===== src/rtl/fetch_unit.sv =====
// rtl/fetch_unit.sv - instruction fetch stage: PC, program memory address, instruction FIFO.
// Branch redirect flushes the FIFO; halt freezes fetch while decode keeps draining.
module fetch_unit #(
  parameter int          DEPTH    = 2,
  parameter logic [15:0] RESET_PC = 16'h0000
) (
  input  logic        clk,
  input  logic        rst,
  output logic [15:0] ram_addr,
  input  logic [15:0] ram_dout,
  output logic [15:0] instr,
  output logic [15:0] instr_pc,
  output logic        instr_valid,
  input  logic        instr_ready,
  input  logic        redirect,
  input  logic [15:0] redirect_pc,
  input  logic        halt
);

  localparam int PTR_W = (DEPTH > 1) ? $clog2(DEPTH) : 1;
  localparam int CNT_W = $clog2(DEPTH + 1);
  localparam logic [CNT_W-1:0] FULL_CNT = CNT_W'(DEPTH);

  typedef enum logic [1:0] {
    S_EMPTY   = 2'd0,
    S_FILLING = 2'd1,
    S_FULL    = 2'd2
  } state_t;

  state_t             state;
  logic [15:0]        pc;
  logic [15:0]        fifo_data [DEPTH];
  logic [15:0]        fifo_pc   [DEPTH];
  logic [PTR_W-1:0]   rptr;
  logic [PTR_W-1:0]   wptr;
  logic [CNT_W-1:0]   count;
  logic [CNT_W-1:0]   count_next;
  logic               pop;
  logic               push;

  assign ram_addr    = pc;
  assign instr_valid = (state != S_EMPTY);
  assign pop         = instr_valid & instr_ready;
  assign push        = !redirect & !halt & ((count < FULL_CNT) | pop);

  // Head is gated by the valid flag so an empty FIFO never shows stale words.
  assign instr    = instr_valid ? fifo_data[rptr] : 16'h0000;
  assign instr_pc = instr_valid ? fifo_pc[rptr]   : 16'h0000;

  always_comb begin
    count_next = count;
    if (push && !pop) begin
      count_next = count + CNT_W'(1);
    end else if (pop && !push) begin
      count_next = count - CNT_W'(1);
    end
  end

  always_ff @(posedge clk or posedge rst) begin
    if (rst) begin
      pc    <= RESET_PC;
      rptr  <= '0;
      wptr  <= '0;
      count <= '0;
      state <= S_EMPTY;
      for (int i = 0; i < DEPTH; i++) begin
        fifo_data[i] <= 16'h0000;
        fifo_pc[i]   <= 16'h0000;
      end
    end else if (redirect) begin
      // Redirect wins over any pop or push in the same cycle.
      pc    <= redirect_pc;
      rptr  <= '0;
      wptr  <= '0;
      count <= '0;
      state <= S_EMPTY;
    end else begin
      if (push) begin
        fifo_data[wptr] <= ram_dout;
        fifo_pc[wptr]   <= pc;
        wptr            <= wptr + PTR_W'(1);
        pc              <= pc + 16'd1;
      end
      if (pop) begin
        rptr <= rptr + PTR_W'(1);
      end
      count <= count_next;
      if (count_next == '0) begin
        state <= S_EMPTY;
      end else if (count_next == FULL_CNT) begin
        state <= S_FULL;
      end else begin
        state <= S_FILLING;
      end
    end
  end

endmodule


===== config.mk =====
export PLATFORM = sky130hd
export DESIGN_NAME = fetch_unit
export DESIGN_NICKNAME = d
export VERILOG_FILES = /design/src/rtl/fetch_unit.sv
export SDC_FILE = /design/constraint.sdc
export NUM_CORES = 1
export LEC_CHECK = 0
export ABC_CLOCK_PERIOD_IN_PS = 2900
export CAP_MARGIN = 20
export CORE_MARGIN = 1.5
export CORE_UTILIZATION = 52
export CTS_CLUSTER_DIAMETER = 40
export DETAILED_ROUTE_END_ITERATION = 8
export PLACE_DENSITY = 0.8
export SLEW_MARGIN = 10
export SYNTH_ARGS = -nofsm -noshare
export SYNTH_HDL_FRONTEND = slang
export SYNTH_SLANG_ARGS = --single-unit

===== constraint.sdc =====
create_clock -name clk -period 2.9 [get_ports clk]
set_input_delay 0.435 -clock clk [delete_from_list [all_inputs] [get_ports clk]]
set_output_delay 0.435 -clock clk [all_outputs]
set_load 0.05 [all_outputs]

# Yosys cells after proc, flatten, opt, wreduce, memory -nomap -nowiden
# Cells that the tools add are included.
dict set report op_classes {
  bitwise 7
  addsub 5
  shift 0
  n_mul 0
  div 0
  muxes 24
  n_reduce_logical 12
  magnitude_cmp 4
  n_eq_ne 1
}
# cell count
set op_table {}
lappend op_table {{$mux W16} 11}
lappend op_table {{$bwmux W32} 2}
lappend op_table {{$add A16 B1 Y16 const B} 1}
lappend op_table {{$demux W16 S1} 1}
lappend op_table {{$mux W2} 6}
lappend op_table {{$reduce_bool A2 Y1} 3}
lappend op_table {{$ge A2 B2 Y1 const B} 2}
lappend op_table {{$logic_not A1 Y1} 4}
lappend op_table {{$mux W1} 4}
lappend op_table {{$not A1 Y2} 2}
lappend op_table {{$and A1 B1 Y1} 3}
lappend op_table {{$logic_and A1 B1 Y1} 3}
lappend op_table {{$add A1 B1 Y1 const B} 2}
lappend op_table {{$add A2 B1 Y2 const B} 1}
lappend op_table {{$eq A2 B2 Y1 const B} 1}
lappend op_table {{$logic_not A2 Y1} 1}
lappend op_table {{$lt A2 B1 Y1 const B} 1}
lappend op_table {{$lt A2 B2 Y1 const B} 1}
lappend op_table {{$reduce_and A2 Y1} 1}
lappend op_table {{$sub A2 B1 Y2 const B} 1}
lappend op_table {{$not A1 Y1} 1}
lappend op_table {{$or A1 B1 Y1} 1}
dict set report totals {
  ram_bits 0
  romBits 0
  register_bits 86
  latchBits 0
  word_cells 62
  n_memories 0
}

# Depth between registers and ports, before layout
dict set report logic_depth {
  word_depth 12
  mapped_depth 6
  ltp_nobuf 5
}

# Worst setup path before layout
# No wires, ideal clock.
dict set report synth_timing {
  kind {reg-to-output}
  from {reg rptr}
  to {out instr[10]}
  stages_incl_launch_ff 5
  arrival_time_ns 1.597
  required_ns 2.465
  path_slack_ns 0.868
  path_cell_list {dfrtp_1 -> clkbuf_1 -> buf_2 -> mux2i_1 -> nor2_1}
}
dict set report synth_between {
  elab_chain_len 5
}
# element line_no
set synth_lines {}
lappend synth_lines {{start: declaration} 34} ;# logic [PTR_W-1:0] rptr;
lappend synth_lines {{start signal: assignment} 85} ;# rptr <= rptr + PTR_W'(1);
lappend synth_lines {{$not A1 Y2 (not written as such)} 47} ;# assign instr = instr_valid ? fifo_data[rptr] : 16'h0000;
lappend synth_lines {{$mux W16 (not written as such) (3 in a row)} 47}
lappend synth_lines {{$mux W16} 47}
lappend synth_lines {{end: declaration} 11} ;# output logic [15:0] instr,
# No other way between the ends. The select of a mux whose other input is x is not followed.

==> impl_metrics.tcl <==
set metrics [dict create \
    status "finished, final reports clean" \
    drc 0 \
    overflow 0 \
    final_util_pct 68.8 \
    final_area_sq_um 5400 \
    synth.top_cell.area_share_pct 49.9 \
    crit_path_end_kind "output port" \
    synthDistinctLibCells 40 \
    dp.cells 521 \
    cts_buffer_depth 2 \
    drive_gt1_share_pct 24.9 \
    fill_cells 614 \
    clkTransAtPathRegs_ps 90 \
    multiInputGateArea_sq_um 1970 \
    p_leak_nw 2.24 \
    route.antenna.remaining_nets 0 \
    grt_setup_unrepaired "no" \
    cts_resized 0 \
    die_area_sq_um 8740 \
    drtIter0Drc 125 \
    ys_seq_area_share_pct 49.9 \
    layoutNonFillerInstCount 536 \
    gp_congestion 0.843 \
    nets 468 \
    crit_path_end "instr[8]" \
    r2r-start "count[0]$_DFF_PP0_" \
    relSlewSlack_pct 54.7 \
    avgSynthCellArea_sq_um 12.2 \
    postCtsHoldBufs 0 \
    place_ws_ps 295 \
    r2r-end "fifo_pc[29]$_DFFE_PP0P_" \
    vias 2971 \
    cts.sinks 85 \
    htree_levels 3 \
    final.period_utilization_pct 92.8 \
    grt_pass1_vias 2954 \
    syn_area_sq_um 4260 \
    fmaxAchievable_ghz 0.372 \
    grt_pass1_wl_microns 14600 \
    synth.area.top_cells "dfrtp_1 50%, mux2_4 11%, mux2_2 8.7%, mux2i_1 8.0%, nor2_1 3.5%" \
    crit_path_start "count[0]$_DFF_PP0_" \
    placed_cell_area_sq_um 5180 \
    antenna_cells 0 \
    setup_violations 0 \
    worst-r2r-cell-count 5 \
    peakVddDrop_uv 309 \
    core_region_area_sq_um 7850 \
    cts_buffers 9 \
    fin_setup_tns_ps 0 \
    grt_max_degree 66 \
    seqCellArea_sq_um 2130 \
    syn_inst 349 \
    synth_area_leader_cell "dfrtp_1" \
    total_power_mw 4.12 \
    slew_violations 0 \
    finalWirelength_microns 8960 \
    drtPass1Iterations 4 \
    initial_core_util_pct 54.3 \
    die_h_microns 93.5 \
    synth-seq-cells 85 \
    ioPinCount 86 \
    io_buffers 85 \
    wl_per_cell_microns 16.7 \
    synthToLayoutAreaGrowth_pct 26.7 \
    die_w_microns 93.5 \
    yosys_warnings 0 \
    crit_type "reg -> out" \
    antenna_found_initial 0 \
    finClkSkew_ps 11.6 \
    crit_path_start_kind "flip-flop" \
    final_hold_viol_count 0 \
    worst_pin_slew_ps 680 \
    p_per_area_nw_per_um2 763 \
    track_usage_pct 21.7 \
    crit_path_max_fanout 25 \
    cap_violations 0 \
    holdWs_ps 381 \
    crit_arrival_ps 2260 \
    cts_tree "done" \
    synth_fp_nets 387 \
    critPathRequiredTime_ps 2470 \
    cts_setup_buffers 0 \
    root_buffer "clkbuf_8" \
    hold_path.class "in -> async" \
    hpwl_microns 6020 \
    clk_latency_ps 340 \
    reg2reg_slack_ps 890 \
    min_period_ps 2690 \
    via_per_inst 5.54 \
    setup_slack_ps 209 \
    rows 32 \
]
[cells in the final DEF (no fill, tap or decap), types with 3 or more instances in the layout]
master / synthesis / final
dfrtp_1: 85 / 84
clkdlybuf4s50_1: 0 / 75
nor2_1: 40 / 39
mux2i_1: 34 / 34
mux2_2: 33 / 33
mux2_4: 30 / 30
nand2_1: 16 / 16
buf_4: 0 / 13
o21ai_0: 11 / 11
xnor2_1: 9 / 9
clkbuf_8: 0 / 9
inv_1: 9 / 8
a21oi_1: 7 / 7
a31oi_1: 6 / 6
a211oi_1: 5 / 5
nand4_1: 5 / 5
and2_1: 4 / 4
buf_12: 0 / 4
and3_1: 3 / 3
nand3_1: 3 / 3
a31o_2: 3 / 3
clkinv_2: 0 / 3
[logic make-up (layout without fill, tap and decap cells)]
kind of cell / Yosys count / after routing / synth area share (%)
compound gates: 41 / 41 / 6.76
xor+xnor: 10 / 10 / 2.06
fa+ha+maj: 1 / 1 / 0.294
buf+inv: 31 / 116 / 3.97
flops: 85 / 85 / 49.9
mux: 98 / 98 / 27.6
simple gates: 83 / 83 / 9.43
[area by class of cell]
class                   instances  share of cell area [%]
clock inverters                 6                    1.60
well taps                     102                    2.37
multi-input cells             233                    36.4
clock buffers                   9                    2.30
repair buffers                 92                    17.2
flip-flops and latches         85                    39.4
inverters                       9                   0.649
[how the worst min path moves through the flow]
stage | end | start | slack, ps | cells after the start
4_1_cts | fifo_data[29]$_DFFE_PP0P_ | rst | 370 | 2
2_1_floorplan | fifo_pc[13]$_DFFE_PP0P_ | fifo_pc[13]$_DFFE_PP0P_ | 460 | 1
6_report | fifo_data[29]$_DFFE_PP0P_ | rst | 380 | 2
5_1_grt | fifo_data[29]$_DFFE_PP0P_ | rst | 390 | 2
3_3_place_gp | fifo_pc[13]$_DFFE_PP0P_ | fifo_pc[13]$_DFFE_PP0P_ | 470 | 1
3_5_place_dp | fifo_pc[13]$_DFFE_PP0P_ | fifo_pc[13]$_DFFE_PP0P_ | 480 | 1
[flip-flops by register name, indices dropped and copies added (netlist names)]
signal	flops
count	2
fifo_data	32
fifo_pc	32
state	1
wptr	1
ram_addr	16
rptr	1
[where the power goes]
group	leakage [nW]	total, mW	switching [mW]	internal (mW)
logic	1.12	1.43	0.743	0.689
clock network	0.105	0.901	0.420	0.481
registers	1.02	1.79	0.243	1.54
[critical path: stages (launching register included)]
cell	delay (ps)
dfrtp_1	450
nor2_2	450
buf_12	240
nor2_1	80
clkdlybuf4s50_1	700
[cells in the mapped netlist]
cell type   n
a21oi_1     7
mux2_4     30
mux2i_1    34
buf_2       5
inv_1       9
a31oi_1     6
nand2b_1    2
dfrtp_1    85
and3_1      3
a211oi_1    5
or2_2       2
nand3b_1    1
nor2b_1     1
a41oi_1     1
a2111oi_2   2
nand4_1     5
nand2_1    16
o21ai_0    11
a211o_1     1
and2_1      4
clkbuf_2    1
o311ai_0    1
a31o_2      3
clkbuf_1   10
ha_1        1
nor2_1     40
nor3b_4     1
nand4b_1    2
nor4b_1     1
xor2_1      1
xnor2_1     9
a21oi_4     1
o21ai_2     1
buf_6       6
mux2_2     33
a21o_1      1
nand3_1     3
mux2_1      1
and4_1      2
o211ai_1    1
[routing by layer]
| layer | GRT usage [%] | part of all wire, % |
|---|---|---|
| met5 | 0 | 0 |
| met4 | 6.31 | 1.1 |
| met3 | 4.80 | 4.8 |
| met2 | 34.4 | 48 |
| met1 | 30.0 | 46 |
Note: power is estimated with default switching activity, not from simulation.
==> patch, RTL diff (same settings) <==
Encoding of `state_t`: now one-hot (3 bits for 3 states).
--- a/src/rtl/fetch_unit.sv
+++ b/src/rtl/fetch_unit.sv
@@ -21,10 +21,10 @@
   localparam int CNT_W = $clog2(DEPTH + 1);
   localparam logic [CNT_W-1:0] FULL_CNT = CNT_W'(DEPTH);
 
-  typedef enum logic [1:0] {
-    S_EMPTY   = 2'd0,
-    S_FILLING = 2'd1,
-    S_FULL    = 2'd2
+  typedef enum logic [2:0] {
+    S_EMPTY   = 3'b001,
+    S_FILLING = 3'b010,
+    S_FULL    = 3'b100
   } state_t;
 
   state_t             state;
Behaviour: no difference found for any inputs over 4 cycles, from zero or initial values and one cycle with rst high; so few cycles prove little.
==> patch against the original RTL <==
  * Sequential share of layout area up 0.40 points
  * Wire length down 1.7%
  * Combinational power up 42%
  * Worst setup slack better by 0.0050 ns
  * Area after synthesis down 2.8%
  * Global-route usage up 0.49 points
  * Total power up 19%
  * Count of clock-buffer cells in the layout up 2
  * Design area up 0.21%
  * Synthesized cell count up 1.7%
  * Sequential cell count up 1
  * Die area down 2.8%
  * Clock power up 11%
  * Largest power group is now combinational cells
==> patch: results (changes against the original RTL) <==
| Metric | Value |
|---|---|
| Reg2reg end | `ram_addr[11]$_DFFE_PP0P_` |
| Placer Congestion | `0.829 (-1.6%)` |
| Combinational gate power | `2.03 mW (+42%)` |
| Relative slew slack | `65.2% (+10 points)` |
| Met1 Wirelength | `4070 µm (-2.2%)` |
| Maximum VDD drop | `506 µV (+64%)` |
| Status | `finished, final reports clean` |
| Clk cell area share | `4.42% (+0.52 points)` |
| CP max FO | `17 (-32%)` |
| # clk buffers | `11 (+2)` |
| Synth area leaders | `dfrtp_1 (51%), mux2_2 (18%), mux2i_1 (8.0%)` |
| R2R Setup Slk | `0.66 ns (-0.23 ns)` |
| First-pass GRT wire length | `14700 µm (+0.85%)` |
| M1 GR Usage | `31.3% (+1.3 points)` |
| Drt total wl | `8810 µm (-1.7%)` |
| Vias in the first global route | `2912 (-1.4%)` |
| Top cells by count, synth | `dfrtp_1 (85), mux2_2 (66), nor2_1 (43)` |
| Largest net degree at the start of global routing | `87 (+32%)` |
| Leak pwr | `2.22 nW (-1.1%)` |
| Vias per cell | `5.58 (+0.58%)` |
| Register share of total power | `38.3% (-5.1 points)` |
| Compound-cell area share of the yosys netlist | `4.81% (-1.9 points)` |
| Sequential cell area | `0.00215 mm² (+1.2%)` |
| Met3 Wirelength | `435 µm (+0.23%)` |
| Metal2 WL | `4160 µm (-2.5%)` |
| Clock slew at reported path FFs | `0.08 ns` |
| Global Route met2 Usage | `34.7% (+0.33 points)` |
| Tot GR Track Use | `22.2% (+0.49 points)` |
| Dpl hpwl | `5940 µm (-1.3%)` |
| Nets@finish | `477 (+1.9%)` |
| Fraction of area in multi-input gates | `34.6% (-1.9 points)` |
| Int Pwr | `3.08 mW (+13%)` |
| GR Layer Usage met3 | `3.15% (-1.6 points)` |
| Seq/Total Area, Yosys | `52.0% (+2.1 points)` |
| End of the critical path | `instr[4]` |
| Post-synth net total | `393 (+1.6%)` |
| Synth cell types | `33 (-18%)` |
| Post-synth EDFFs | `0 (unchanged)` |
| Register bit total from synthesis | `86 (+1.2%)` |
| NonClk Buf Share | `18.3% (+1.1 points)` |
| Post-synthesis xor/xnor area fraction | `1.27% (-0.79 points)` |
| Invs w/o clock | `7 (-2)` |
| Largest stage delay, worst path | `0.82 ns (+0.12 ns)` |
| Multi-input comb cells | `238 (+2.1%)` |
| Share of cells above drive strength 1 | `22.7% (-2.1 points)` |
| Crit path from | `rptr$_DFFE_PP0P_` |
| Post-Synthesis Cells | `355 (+1.7%)` |
| Setup Skew | `0.0113 ns (-0.000326 ns)` |
| Post-synthesis adder-cell area fraction | `0.302% (+0.0086 points)` |
| Iteration-0 DRC Markers | `139 (+11%)` |
| Dpl cells | `530 (+1.7%)` |
| FILL cells | `550 (-10%)` |
| Wirelength per Cell | `16.1 µm (-3.5%)` |
## patch: cell types whose count changed after synthesis, sizes merged, moves of 6 or more
cell   before  now
a21oi       8    2
nand3       3   11
o31ai       0    6
or4         0   12
xnor2       9    2
## patch: worst register-to-register path, stage by stage, from the launching register on
cell and delay [ns]:
dfrtp_1 0.57, nor4bb_4 0.12, or4_1 0.73, or4_1 0.58, a31oi_1 0.17
## patch: per-stage QoR
step / hold slack (ns) / power [mW] / instance area, µm² / util [%] / worst slack (ns)
after detailed placement: 0.492 / 3.96 / 5170 / 66.9 / 0.340
after global placement: 0.485 / 3.88 / 5170 / 66.9 / 0.400
after global routing: 0.521 / 5.17 / 5410 / 70.0 / 0.0945
final: 0.476 / 4.91 / 5410 / 70.0 / 0.214
after CTS: 0.512 / 4.96 / 5410 / 70.0 / 0.184
after floorplan: 0.479 / 3.29 / 4140 / - / 0.245
